### src/rtl/rf_writeback.sv
// rf_writeback -- write-side controller for the 32x32 register file.
//
// Merges single-cycle ALU results and buffered long-latency results (loads,
// multi-cycle multiply) onto the file's one write port. Long-latency results
// queue in a DEPTH-entry circular FIFO. A 32-bit scoreboard tracks the
// destinations of in-flight long-latency ops and raises a RAW hazard to decode.
//
// Ports:
//   clk, rst_n                 clock, asynchronous active-low reset
//   alu_valid/alu_rd/alu_wd    ALU result (no backpressure, owns the port)
//   mem_valid/mem_ready        long-latency result handshake
//   mem_rd/mem_wd              long-latency destination and data
//   issue_valid/issue_rd       long-latency op dispatched by decode
//   rs1, rs2 / hazard          decode sources and their pending status
//   we3/a3/wd3                 register file write port
//   busy_mask                  scoreboard of pending long-latency writes
//   fifo_count                 current FIFO occupancy
module rf_writeback #(
  parameter int DEPTH = 4,
  parameter int XLEN  = 32
) (
  input  logic                     clk,
  input  logic                     rst_n,
  input  logic                     alu_valid,
  input  logic [4:0]               alu_rd,
  input  logic [XLEN-1:0]          alu_wd,
  input  logic                     mem_valid,
  output logic                     mem_ready,
  input  logic [4:0]               mem_rd,
  input  logic [XLEN-1:0]          mem_wd,
  input  logic                     issue_valid,
  input  logic [4:0]               issue_rd,
  input  logic [4:0]               rs1,
  input  logic [4:0]               rs2,
  output logic                     hazard,
  output logic                     we3,
  output logic [4:0]               a3,
  output logic [XLEN-1:0]          wd3,
  output logic [31:0]              busy_mask,
  output logic [$clog2(DEPTH):0]   fifo_count
);

  localparam int PW = $clog2(DEPTH);
  localparam int CW = PW + 1;

  // FIFO storage carries data only, so it is left unreset.
  logic [4:0]      fifo_rd_q [DEPTH];
  logic [XLEN-1:0] fifo_wd_q [DEPTH];

  logic [PW-1:0] wr_ptr_q, wr_ptr_d;
  logic [PW-1:0] rd_ptr_q, rd_ptr_d;
  logic [CW-1:0] count_q,  count_d;
  logic [31:0]   busy_q,   busy_d;

  logic            push;
  logic            pop;
  logic            fifo_empty;
  logic [4:0]      head_rd;
  logic [XLEN-1:0] head_wd;

  assign fifo_empty = (count_q == '0);
  assign mem_ready  = (count_q < CW'(DEPTH));
  assign push       = mem_valid && mem_ready;
  // ALU has absolute priority; the FIFO only drains in ALU-idle cycles.
  assign pop        = !alu_valid && !fifo_empty;
  assign head_rd    = fifo_rd_q[rd_ptr_q];
  assign head_wd    = fifo_wd_q[rd_ptr_q];

  // Write-port mux. Gated by rst_n so the port stays quiet during reset even
  // if the ALU keeps presenting results.
  always_comb begin
    we3 = 1'b0;
    a3  = '0;
    wd3 = '0;
    if (rst_n) begin
      if (alu_valid) begin
        we3 = (alu_rd != 5'd0);
        a3  = alu_rd;
        wd3 = alu_wd;
      end else if (!fifo_empty) begin
        we3 = (head_rd != 5'd0);
        a3  = head_rd;
        wd3 = head_wd;
      end
    end
  end

  always_comb begin
    wr_ptr_d = wr_ptr_q;
    rd_ptr_d = rd_ptr_q;
    // DEPTH is a power of two, so pointer overflow is the modulo wrap.
    if (push) wr_ptr_d = wr_ptr_q + PW'(1);
    if (pop)  rd_ptr_d = rd_ptr_q + PW'(1);
    count_d = count_q + CW'(push) - CW'(pop);
  end

  // Clear before set so a same-cycle issue to the popping register wins.
  always_comb begin
    busy_d = busy_q;
    if (pop && head_rd != 5'd0)
      busy_d[head_rd] = 1'b0;
    if (issue_valid && issue_rd != 5'd0)
      busy_d[issue_rd] = 1'b1;
  end

  assign hazard = ((rs1 != 5'd0) && busy_q[rs1]) ||
                  ((rs2 != 5'd0) && busy_q[rs2]);

  assign busy_mask  = busy_q;
  assign fifo_count = count_q;

  always_ff @(posedge clk or negedge rst_n) begin
    if (!rst_n) begin
      wr_ptr_q <= '0;
      rd_ptr_q <= '0;
      count_q  <= '0;
      busy_q   <= '0;
    end else begin
      wr_ptr_q <= wr_ptr_d;
      rd_ptr_q <= rd_ptr_d;
      count_q  <= count_d;
      busy_q   <= busy_d;
    end
  end

  always_ff @(posedge clk) begin
    if (push) begin
      fifo_rd_q[wr_ptr_q] <= mem_rd;
      fifo_wd_q[wr_ptr_q] <= mem_wd;
    end
  end

endmodule

### config.mk
export PLATFORM = sky130hd
export DESIGN_NAME = rf_writeback
export DESIGN_NICKNAME = d
export VERILOG_FILES = /design/src/rtl/rf_writeback.sv
export SDC_FILE = /design/constraint.sdc
export NUM_CORES = 1
export LEC_CHECK = 0
export CORE_ASPECT_RATIO = 1.25
export CORE_MARGIN = 5
export CORE_UTILIZATION = 45
export DETAILED_ROUTE_END_ITERATION = 10
export HOLD_SLACK_MARGIN = 0.1
export PLACE_DENSITY = 0.73
export SYNTH_ARGS = -nofsm -noshare
export SYNTH_HDL_FRONTEND = slang
export SYNTH_SLANG_ARGS = --single-unit
### constraint.sdc
create_clock -name clk -period 4.9 [get_ports clk]
set_input_delay 0.98 -clock clk [delete_from_list [all_inputs] [get_ports clk]]
set_output_delay 0.98 -clock clk [all_outputs]
set_load 0.05 [all_outputs]
; Word level (Yosys, flattened, before mapping)
; Memories as Yosys holds them, arrays and structs flattened.
; Cells that the tools add are included.
[op_classes]
addsub = 4
n_mul = 0
n_div = 0
n_lt_le_gt_ge = 7
n_eq_ne = 0
n_shift = 0
mux = 21
n_bitwise = 3
n_reduce_logical = 17
[ops]
columns = op, count
row1 = $mux 32, 5
row2 = $and 32x32->32, 1
row3 = $not 32->32, 1
row4 = $or 32x32->32, 1
row5 = $reduce_bool 5->1, 5
row6 = $lt 5x6->1 const B, 4
row7 = $mux 5, 3
row8 = $bmux 1 s5, 2
row9 = $demux 1 s5, 2
row10 = $ge 5x1->1 const B, 2
row11 = $mux 1, 9
row12 = $logic_and 1x1->1, 8
row13 = $add 2x1->2 const B, 2
row14 = $add 3x1->3, 1
row15 = $logic_not 3->1, 1
row16 = $lt 3x3->1 const B, 1
row17 = $sub 3x1->3, 1
row18 = $logic_not 1->1, 2
row19 = $logic_or 1x1->1, 1
[word_totals]
regBits = 39
latchBits = 0
ramBits = 148
rom_bits = 0
in_bits = 94
output_inout_bits = 75
mem_count = 2
[memory_table]
columns = name, words, width, rd, rd_clocked_by_memory_dff, write_ports, line_no
row1 = fifo_wd_q, 4, 32, 1, 0, 1, 48  ; logic [XLEN-1:0] fifo_wd_q [DEPTH];
row2 = fifo_rd_q, 4, 5, 1, 0, 1, 47  ; logic [4:0] fifo_rd_q [DEPTH];

; Logic depth before layout (Yosys ltp)
; An unclocked memory read counts as a cell.
[depth]
word_depth = 10
ltp_mapped = 9
ltp_nobuf = 8

; Least setup slack after synthesis
; Ideal clock, no wire load.
[synth_path]
kind = input-to-output
startpoint = in alu_valid
endpoint = out we3
arrival_time_ns = 2.892
slack_ns = 1.028
stages = 4
path_buffers = 1
cell_sequence = nor2_1 > clkbuf_1 > nand2_1 > a21boi_0
[synth_via]
elab_chain_len = 2
[synth_lines]
columns = item, line_no
row1 = from (decl), 24  ; input logic alu_valid,
row2 = $mux 1, 76  ; if (alu_valid) begin
row3 = $mux 1, 75  ; if (rst_n) begin
row4 = to (decl), 36  ; output logic we3,
; No other way between the ends.

; Final worst setup path
[layout_path]
startpoint = reg rd_ptr_q[0]
endpoint = out we3
[layout_via]
elab_chain_len = 5
[layout_lines]
columns = item, line_no
row1 = from (decl), 51  ; logic [PW-1:0] rd_ptr_q, rd_ptr_d;
row2 = from (signal assigned), 120  ; rd_ptr_q <= rd_ptr_d;
row3 = $mem_v2 4x5, --
row4 = $reduce_bool 5->1, 81  ; we3 = (head_rd != 5'd0);
row5 = $mux 1, 80  ; end else if (!fifo_empty) begin
row6 = $mux 1, 76
row7 = $mux 1, 75
; No other way between the ends.

==> impl_metrics.yaml <==
clocking:
  clock_sink_count: 187
  cts_tree: "done"
  cts_setup_buffers: 0
  clk_latency_ns: 0.42
  clk_pin_slew_ns: 0.07
  htreeDepth: 4
  cts.hold.buffers_added: 0
  clockRootBuffer: "clkbuf_16"
  cts_resized: 0
  cts.path.max_buffers: 2
  numCtsBuffers: 17
global_routing:
  grt_pass1_wl_mm: 31.1
  gr-usage-all-layers_pct: 19.4
  grt_pass1_vias: 5613
  grt_max_degree: 44
  grt-ovfl-total: 0
  antenna_found_initial: 0
route:
  vias: 5211
  wl_mm: 19.6
  wl_per_cell_um: 21.5
  dr.pass1.iters: 4
  drt-vias-per-instance: 5.71
  first_iter_violations: 291
  detail-route-antenna-nets: 0
  route.detailed.drc: 0
final_layout:
  nFillCells: 1349
  syn_to_final_growth_pct: 30.7
  nets: 771
  seq_area_um2: 5420
  multi_input_area_um2: 2620
  drive_gt1_share_pct: 14.6
  n_antenna_cell: 0
floorplan:
  fp.dieW_um: 130
  rows: 55
  core_area_um2: 18000
  ios: 169
  die_y_um: 161
  die-area_um2: 21000
  start_util_pct: 45.5
logic_synthesis:
  yosys_register_bits: 187
  yosys.area.top_type: "edfxtp_1"
  synth_area_um2: 8160
  synthArstFlopShare_pct: 20.9
  synth_top_area_share_pct: 54.4
  synth.top_cells.by_count: "edfxtp_1 (148), o21ai_0 (51), mux4_2 (47), nor2b_1 (47), dfrtp_1 (39)"
  synth_cells: 505
  yosysMostFrequentCell: "edfxtp_1"
  synth_edf_count: 148
  yosysWarnings: 0
  synth_ff_type: "edfxtp_1"
  synth.area.top_cells: "edfxtp_1 (54%), mux4_2 (13%), dfrtp_1 (12%), nor2b_1 (3.6%), a22oi_1 (3.4%)"
  syn_area_per_cell_um2: 16.2
  syn_nets: 605
  yosysSeqAreaShare_pct: 66.4
  synth_cell_type_count: 42
sta:
  skew_ns: 0.0102
  worst_pin_slew_ns: 1.03
  hold_viol: 0
  drv_slew: 0
  worst_slack_ns: 0.582
  finalCritPeriodShare_pct: 88.1
  max_freq_ghz: 0.232
  whs_ns: 0.381
  tns_ns: 0
  setup_viol: 0
  max-slew-margin-rel_pct: 31.1
  fin_crit_ns: 4.32
  rsz0062_at_grt: "no"
min_path:
  hp-class: "reg2reg"
power:
  p_int_w: 0.00382
  combPwrFrac_pct: 41.3
  p_per_area_nw_per_um2: 590
  p_sw_share_pct: 39.2
  p_leak_nw: 3.61
  p_clk_share_pct: 21.9
  ir_drop_mv: 0.283
  seqPwrFrac_pct: 36.9
  p_switching_w: 0.00247
setup_path:
  crit_fanout: 13
  crit_arrival_ns: 3.34
  critPathLaunchType: "flop"
  worstSetupEndpointType: "primary output"
  path_class: "reg2out"
  crit_required_ns: 3.92
run_status:
  status: "finished clean"
flow_run:
  drv_cap: 0
place:
  port-buffer-count: 168
  pre_cts_ws_ns: 0.693
  place_congestion: 0.844
  hpwl_mm: 13.8
[metal layers]
layer  vias up  routed length (µm)  track usage, %
li1       2346                   -               -
met1      2631                7800            24.3
met2       208               10100            33.1
met3        26                1400            4.86
met4         0                 369            5.89
met5         -                   0               0
[kinds of logic after synthesis]
family	after synthesis	share of synthesized area [%]
buffers and inverters	34	1.70
multiplexers	58	14.8
AO/OA/AOI/OAI	111	8.29
adder cells (fa/ha/maj)	6	1.01
flip-flops	187	66.4
AND/OR/NAND/NOR	103	7.19
XOR/XNOR	6	0.644
[worst max-delay path, stage by stage, from the launching register on]
cell             delay, ns
dfrtp_2               0.65
mux4_1                0.82
nor3_1                0.46
nand2_1               0.10
nand2_1               0.08
a21boi_0              0.08
clkdlybuf4s50_1       0.72
[flip-flops by register name, indices dropped and copies added (netlist names)]
signal      cells
wr_ptr_q        2
busy_mask      32
rd_ptr_q        2
fifo_count      3
fifo_rd_q      20
fifo_wd_q     128
[layout by cell type (no fill, tap or decap), types with 8 or more instances in the layout]
cell type	Yosys	layout
buf_4	0	8
dfrtp_1	39	37
nand2_1	15	15
clkbuf_16	0	17
nand3_1	8	8
edfxtp_1	148	148
nand2b_1	9	9
a22oi_1	37	37
nor2b_1	47	47
o21ai_0	51	51
o21ai_1	13	13
clkdlybuf4s50_1	0	165
mux4_2	47	47
[power by group through the flow]
stage               clock network, W  registers, W  logic [W]
floorplan                          0       0.00273    0.00133
global placement                   0       0.00233    0.00258
finish                       0.00137       0.00232    0.00260
detailed placement                 0       0.00236    0.00262
CTS                          0.00140       0.00232    0.00263
global route                 0.00146       0.00236    0.00278
[final timing paths]
path,from,to,slack [ns],cells after the start
min in group asynchronous,rst_n,busy_mask[11],0.61,1
max in group asynchronous,rst_n,busy_mask[24],3.59,2
hold reg to reg,busy_mask[0],busy_mask[0],0.38,0
setup / recovery,rd_ptr_q[0],we3,0.58,6
setup reg to reg,fifo_count[2],fifo_count[2],2.23,9
hold / removal,busy_mask[0],busy_mask[0],0.38,0
[through the flow]
stage          cells  power (W)  cell area, µm²  utilization, %
2_1_floorplan    505    0.00406            8160               -
3_3_place_gp     880    0.00492           10100            56.1
3_5_place_dp     880    0.00498           10100            56.1
4_1_cts          912    0.00635           10700            59.4
5_1_grt          912    0.00660           10700            59.4
6_report         912    0.00629           10700            59.4
[layout make-up]
| type | instances | share of cell area, % |
|---|---|---|
| Sequential cell | 187 | 50.8 |
| Multi-Input combinational cell | 284 | 24.5 |
| Timing Repair Buffer | 175 | 16.1 |
| Clock buffer | 18 | 4.02 |
| Tap cell | 228 | 2.67 |
| Clock inverter | 14 | 1.63 |
| Inverter | 6 | 0.211 |
Power figures use the tool's default switching activity.
